File: config.mk
export PLATFORM = sky130hd
export DESIGN_NAME = serial_subtractor
export DESIGN_NICKNAME = d
export VERILOG_FILES = /design/src/rtl/serial_subtractor.sv
export SDC_FILE = /design/constraint.sdc
export NUM_CORES = 1
export LEC_CHECK = 0
export ABC_AREA = 1
export BUFFER_PORTS_ARGS = -buffer_cell sky130_fd_sc_hd__buf_4
export CORE_MARGIN = 3
export CORE_UTILIZATION = 50
export DETAILED_ROUTE_END_ITERATION = 10
export HOLD_SLACK_MARGIN = 0.05
export PLACE_DENSITY = 0.8
export SYNTH_ARGS = -nofsm -noshare
export SYNTH_HDL_FRONTEND = slang
export SYNTH_SLANG_ARGS = --single-unit
File: constraint.sdc
create_clock -name clk -period 1.5 [get_ports clk]
set_input_delay 0.075 -clock clk [delete_from_list [all_inputs] [get_ports clk]]
set_output_delay 0.075 -clock clk [all_outputs]
set_load 0.05 [all_outputs]
File: src/rtl/serial_subtractor.sv
// serial_subtractor
//   Bit-serial unsigned subtractor. It computes (a - b) mod 2^WIDTH one bit
//   per clock, LSB first, using a registered borrow. A start/done handshake
//   frames each operation.
//
// Ports
//   clk     rising-edge clock
//   rst     synchronous, active-high reset
//   start   request; accepted only in IDLE or DONE
//   a, b    minuend / subtrahend, captured on an accepted start
//   diff    result, valid from done and held until the next done
//   borrow  final borrow, 1 iff a < b; same validity as diff
//   done    one-cycle pulse marking a new result
//   busy    high while the subtraction is in progress (RUN)
module serial_subtractor #(
    parameter int unsigned WIDTH = 8
) (
    input  logic             clk,
    input  logic             rst,
    input  logic             start,
    input  logic [WIDTH-1:0] a,
    input  logic [WIDTH-1:0] b,
    output logic [WIDTH-1:0] diff,
    output logic             borrow,
    output logic             done,
    output logic             busy
);

    localparam int unsigned CW = $clog2(WIDTH + 1);

    typedef enum logic [1:0] {
        IDLE,
        RUN,
        DONE
    } state_t;

    state_t state, state_next;

    logic [WIDTH-1:0] sa, sb, sd;
    logic [WIDTH-1:0] sd_next;
    logic             br, br_next;
    logic             d;
    logic [CW-1:0]    cnt;
    logic             last_bit;
    logic             load;

    // One full-subtractor bit slice plus the result shift-in. The shift is
    // written as shift-then-insert so that WIDTH=1 needs no special case.
    always_comb begin
        d        = sa[0] ^ sb[0] ^ br;
        br_next  = (~sa[0] & sb[0]) | (~(sa[0] ^ sb[0]) & br);
        sd_next  = sd >> 1;
        sd_next[WIDTH-1] = d;
        last_bit = (cnt == CW'(WIDTH - 1));
        load     = start && ((state == IDLE) || (state == DONE));
    end

    always_comb begin
        state_next = state;
        case (state)
            IDLE:    if (start) state_next = RUN;
            RUN:     if (last_bit) state_next = DONE;
            DONE:    state_next = start ? RUN : IDLE;
            default: state_next = IDLE;
        endcase
    end

    always_ff @(posedge clk) begin
        if (rst) begin
            state <= IDLE;
        end else begin
            state <= state_next;
        end
    end

    // busy/done are flops loaded from the next state so that they are true
    // registered outputs yet track the state they describe exactly.
    always_ff @(posedge clk) begin
        if (rst) begin
            busy <= 1'b0;
            done <= 1'b0;
        end else begin
            busy <= (state_next == RUN);
            done <= (state_next == DONE);
        end
    end

    always_ff @(posedge clk) begin
        if (rst) begin
            sa     <= '0;
            sb     <= '0;
            sd     <= '0;
            br     <= 1'b0;
            cnt    <= '0;
            diff   <= '0;
            borrow <= 1'b0;
        end else if (load) begin
            sa  <= a;
            sb  <= b;
            sd  <= '0;
            br  <= 1'b0;
            cnt <= '0;
        end else if (state == RUN) begin
            sa  <= sa >> 1;
            sb  <= sb >> 1;
            sd  <= sd_next;
            br  <= br_next;
            cnt <= cnt + CW'(1);
            if (last_bit) begin
                diff   <= sd_next;
                borrow <= br_next;
            end
        end
    end

endmodule

# Word level (Yosys, flattened, before mapping)
# Cells that the tools add are included.
[classes] addsub=1 n_eq_ne=5 mux=8 n_bitwise=8 reduce_logical=6
[ops] operator="$mux 8" count=4
[ops] operator="$pmux 2 s3" count=1
[ops] operator="$add 4x1->4 const B" count=1
[ops] operator="$eq 2x1->1 const B" count=2
[ops] operator="$eq 2x2->1 const B" count=2
[ops] operator="$eq 4x3->1 const B" count=1
[ops] operator="$mux 2" count=2
[ops] operator="$not 1->1" count=3
[ops] operator="$reduce_and 3->1" count=1
[ops] operator="$and 1x1->1" count=2
[ops] operator="$logic_not 2->1" count=1
[ops] operator="$reduce_bool 2->1" count=1
[ops] operator="$reduce_or 2->1" count=1
[ops] operator="$xor 1x1->1" count=2
[ops] operator="$logic_and 1x1->1" count=1
[ops] operator="$logic_or 1x1->1" count=1
[ops] operator="$mux 1" count=1
[ops] operator="$or 1x1->1" count=1
[word_totals] ff_bits=42 output_inout_bits=11 word_cells=38

# Longest topological paths before layout
[logic_depth] depth_word=5 mapped_depth=9 depth_no_buf=7

# Worst setup path before layout
# OpenSTA, ideal clock, no wires.
[synth_timing] path_kind="flip-flop to flip-flop" startpoint="reg cnt[0]" endpoint="reg diff[0]" t_arrival_ns=1.066 slack_ns=0.370 stages_incl_launch_ff=7 path_buffers=1 synth_period_minus_slack_ns=1.130 path_cell_list="dfxtp_1 ha_1 nand3_1 nor2_4 buf_4 nor2_1 nor2_1"
[synth_between] elab_chain_cells=2
[synth_lines] item="start: declaration" line_no="43" rtl="logic [CW-1:0] cnt;"
[synth_lines] item="start signal: assignment" line_no="108" rtl="cnt <= cnt + CW'(1);"
[synth_lines] item="$eq 4x3->1" line_no="54" rtl="last_bit = (cnt == CW'(WIDTH - 1));"
[synth_lines] item="$reduce_and 3->1 (no line)"
[synth_lines] item="end signal: assignment" line_no="110" rtl="diff <= sd_next;"
[synth_lines] item="end: declaration" line_no="23" rtl="output logic [WIDTH-1:0] diff,"
# No other way between the ends.
# A chain may end at the register's enable or synchronous reset.

# Worst setup path after layout
[layout_timing] startpoint="reg state[0]" endpoint="reg diff[6]"
[layout_between] elab_chain_cells=5 word_cells_on_any_way=7 classes_between="eq/ne: 2; bitwise: 1; reduce/logical: 4"
[layout_lines] item="start: declaration" line_no="37" rtl="state_t state, state_next;"
[layout_lines] item="start signal: assignment" line_no="72" rtl="state <= state_next;"
[layout_lines] item="$eq 2x2->1 or $logic_not 2->1 (tied branches)" line_no="55" rtl="load = start && ((state == IDLE) || (state == DONE));"
[layout_lines] item="$logic_or 1x1->1" line_no="55"
[layout_lines] item="$logic_and 1x1->1" line_no="55"
[layout_lines] item="$not 1->1 (no line)"
[layout_lines] item="$reduce_and 3->1 (no line) *"
# Every way passes the cells marked *; elsewhere a longest branch is shown, timed or not.

==> summary by stage <==
Place
Port buffering added 29 buffers. The HPWL reported at the end of detailed placement is around 2400 µm. The placed instances occupy a cell area of 0.00201 mm².

Routability-driven placement finished with a final weighted congestion of 0.782. At the placement stage, the worst setup path has a slack of 155 ps. The number of placed instances, taps included, is 316.

Final layout
The sequential cell area is 821 µm². The share of the core filled with cells in the final layout is 62.3%. The total area of multi-input combinational cells is 749 µm². From synthesis to final layout, the design area changed by 17.6%.

After routing the design area is 0.00213 mm². The number of antenna diodes in the final layout is 0. The number of cells in the finished layout apart from fillers is 327. Of the cells placed in the final design, the portion with a size suffix greater than 1 is 18.5%.

The number of filler instances in the final layout is 340. For this run, the post-layout net count is 301.

STA
Based on the critical path, the design can be clocked at up to 0.728 GHz. The final setup skew is 6.12 ps. For the pin with the worst max-slew slack, the measured transition is 405 ps.

Once routing completed, OpenROAD measured the worst setup slack at 126 ps. The final-report setup violation count is 0. The ratio of final minimum period to clock period is 91.6%.

The number of hold violations in the final report was 0. Setup repair after global routing left no endpoint under its margin. For the finished layout, the period the worst path requires is 1370 ps. The total count of max-transition violations in the final report is 0. The sum of negative setup slack is 0 ps. Measured against its own limit, the worst slew margin works out to between 70 and 80%.

Detailed routing
For this run, the detailed router's first-pass iteration total came to 4. The routed wire length is between 3000 and 4000 µm. After detailed routing, the average wire length per cell comes to 10.3 µm.

The wire length on met1 is roughly 1700 µm. The total met2 wirelength after detailed routing is 1510 µm. The initial DRC count is 98. After detailed routing, the number of remaining DRC violations is 0. Summed over all nets, wire length on met3 after detailed routing comes to around 100 µm. Routed signal wires occupy layers up through met4. The number of nets with antenna violations after detailed routing is 0. The via count is roughly 1500. In the routed layout, each cell is associated on average with a via count of 4.69.

Global routing
The total overflow reported by the global router is 0. The number of antenna violations at the first check in global routing was 0. Entering global routing, the biggest net connects 19 pins.

The aggregate global-route resource usage is 16.5%. The number of global-route vias before repair is 1340. The first global-routing pass estimated 5640 µm of wire.

Synthesis
The multiplexer share of the synthesized area is 0%. The unique cell type count in the Yosys netlist is 23. In the post-synthesis netlist, the biggest area contributors are sky130_fd_sc_hd__dfxtp_1 45%, sky130_fd_sc_hd__nand2_1 13%, sky130_fd_sc_hd__nand3_1 8.3%, sky130_fd_sc_hd__inv_1 6.4%, sky130_fd_sc_hd__nor2_1 5.8%.

After synthesis the cells add up to 0.00181 mm². The number of nets produced by synthesis is 269. The proportion of netlist area held by the largest area contributor is 45.3%. The synthesized netlist devotes 31.7% of its cell area to simple gates.

Synthesis handed over a netlist of 248 instances. The synthesized area divided by synthesized cell count is 7.30 µm². The combinational family with the most area after synthesis is simple AND/OR/NAND/NOR gates. The number of storage elements in the synthesis netlist is 41. Summing the areas of all compound-gate instances in the mapped netlist gives roughly 7.5% of the synthesized area. Of all cell types, the one taking the most synthesized area is sky130_fd_sc_hd__dfxtp_1. Of the synthesized area, sequential elements account for 45.3%. The adder-cell area share of the yosys netlist is 1.80%. The post-synthesis xor/xnor area fraction is 0.484%. The count of synthesis-stage warnings from yosys is 0.

CTS
The maximum clock insertion buffer count is 2. In this run, post-CTS repair resized a total of 0 instances. Clock tree synthesis inserted a total of 5 buffers. The root cell of the clock tree is sky130_fd_sc_hd__clkbuf_4. The clock tree synthesis step divided the H-tree into 2 levels.

The later pin in the worst-skew pair is clocked with a latency of between 300 and 400 ps. TritonCTS built the clock tree. The clock net sink count is 41. After clock tree synthesis, the setup repair step added 0 buffers. The clock slew seen by the registers of the worst setup and hold paths is around 110 ps.

Job
The max-cap check violation count is 0.

Worst setup path
The critical path goes through nand2_4 > nor2_4 > buf_4 > nand3_1 > o21ai_0. The category of the worst setup path capture point is a flop. Along the worst path, the maximum fanout reaches 18.

The class of the most critical setup path is flop to flop. The critical path launch point is state[0]. The data arrival time at the worst-slack endpoint is around 1700 ps. The minimum setup slack among reg-to-reg paths is 130 ps. The endpoint of the lowest-slack register-to-register path is diff[6]. The startpoint identified for the worst register-to-register timing path is state[0]. The largest individual stage delay along the critical path comes from the cell sky130_fd_sc_hd__dfxtp_1. STA classifies the critical path startpoint as a flop.

The number of cells on the worst reg-to-reg path is 5. The required time reported for the critical path endpoint is 1780 ps. The endpoint of the worst setup timing path is diff[6]. In this design, the stage delay of the slowest critical-path cell is 590 ps.

Floorplanning
The number of rows in the core area is 21. The die is 66.2 µm tall. The die covers 0.00438 mm².

30 I/O pins were placed. After floorplanning, the core was sized to cover about 0.0034 mm². The starting utilization of the core area is 53.0%. From left edge to right edge, the die measures 66.2 µm.

Pwr
Summed over all cells, the static leakage comes to 1.01 nW. VDD sags by at most 0.000653 V. Dividing total power by cell area gives a power density of 1030 mW/mm².

Run status
The flow ran to the end, and the final reports show no timing, DRC or antenna violations.

Worst hold path
The worst hold path belongs to the class input port to flop.
==> worst min-delay path by stage <==
stage	startpoint	to	slack, ps	cells past startpoint
final	a[1]	sa[1]	60	5
after global routing	b[3]	sb[3]	70	5
after CTS	b[1]	sb[1]	60	5
after detailed placement	b[7]	sb[7]	310	3
after global placement	b[7]	sb[7]	300	3
after floorplan	rst	busy	150	1
==> report_power, final <==
| part | switching [W] | internal, W |
|---|---|---|
| logic | 0.000169 | 0.000114 |
| registers | 0.0000326 | 0.00114 |
| clock network | 0.000339 | 0.000398 |
| total | 0.000540 | 0.00165 |
==> final cells by class <==
type	instances	area share, %
flip-flops and latches	41	38.6
well taps	46	2.70
clock inverters	1	1.41
multi-input cells	160	35.2
repair buffers	36	13.1
clock buffers	7	2.59
inverters	36	6.47
==> layer usage <==
metal | GRT usage (%) | vias up
met5 | 0 | -
met4 | 7.61 | 0
met3 | 3.57 | 7
met2 | 25.3 | 20
met1 | 22.0 | 676
li1 | - | 832
==> flip-flops by register name (all words and copies together), names as in the netlist <==
| register | cells |
|---|---|
| state | 2 |
| sa | 8 |
| cnt | 4 |
| busy | 1 |
| done | 1 |
| sd | 7 |
| borrow | 1 |
| br | 1 |
| diff | 8 |
| sb | 8 |
==> cells in the final DEF, fill, tap and decap left out <==
cell,Yosys,final
sky130_fd_sc_hd__a21oi_1,17,17
sky130_fd_sc_hd__buf_4,2,33
sky130_fd_sc_hd__bufinv_16,0,1
sky130_fd_sc_hd__clkbuf_1,1,1
sky130_fd_sc_hd__clkbuf_4,0,5
sky130_fd_sc_hd__clkbuf_8,0,1
sky130_fd_sc_hd__dfxtp_1,41,41
sky130_fd_sc_hd__dlygate4sd3_1,0,3
sky130_fd_sc_hd__fa_1,1,1
sky130_fd_sc_hd__ha_1,1,1
sky130_fd_sc_hd__inv_1,31,31
sky130_fd_sc_hd__inv_2,4,4
sky130_fd_sc_hd__inv_4,1,1
sky130_fd_sc_hd__nand2_1,63,63
sky130_fd_sc_hd__nand2_2,1,1
sky130_fd_sc_hd__nand2_4,2,2
sky130_fd_sc_hd__nand3_1,30,30
sky130_fd_sc_hd__nand3_2,2,2
sky130_fd_sc_hd__nor2_1,28,28
sky130_fd_sc_hd__nor2_4,2,2
sky130_fd_sc_hd__nor3_1,2,2
sky130_fd_sc_hd__o21ai_0,10,10
sky130_fd_sc_hd__xor2_1,1,1
==> kinds of logic after synthesis <==
group	after synthesis
buf+inv	47
flops	41
fa+ha+maj	2
simple gates	130
compound gates	27
xor+xnor	1
==> through the flow <==
| step | hold WS (ps) | total power (W) |
|---|---|---|
| after floorplan | 154 | 0.00142 |
| after global placement | 302 | 0.00147 |
| after detailed placement | 308 | 0.00147 |
| after CTS | 58.9 | 0.00221 |
| after global routing | 68.4 | 0.00230 |
| final | 58.3 | 0.00219 |
==> repair_timing <==
action,4_1_cts,5_1_grt
hold endpoints to repair,12,0
hold buffers,3,0
setup endpoints to repair,0,0
==> synthesized netlist by cell type, drive strengths merged <==
library cell	number
dfxtp	41
fa	1
clkbuf	1
buf	10
nand2	66
nor3	2
a21oi	17
ha	1
inv	36
o21ai	10
nor2	30
nand3	32
xor2	1
==> critical path, delay by kind of cell, from the launching register on <==
family                 cells  cell delay (ps)
flip-flops                 1              590
buffers and inverters      1              170
AO/OA/AOI/OAI              1               70
AND/OR/NAND/NOR            3              490
(Power assumes the default switching activity.)
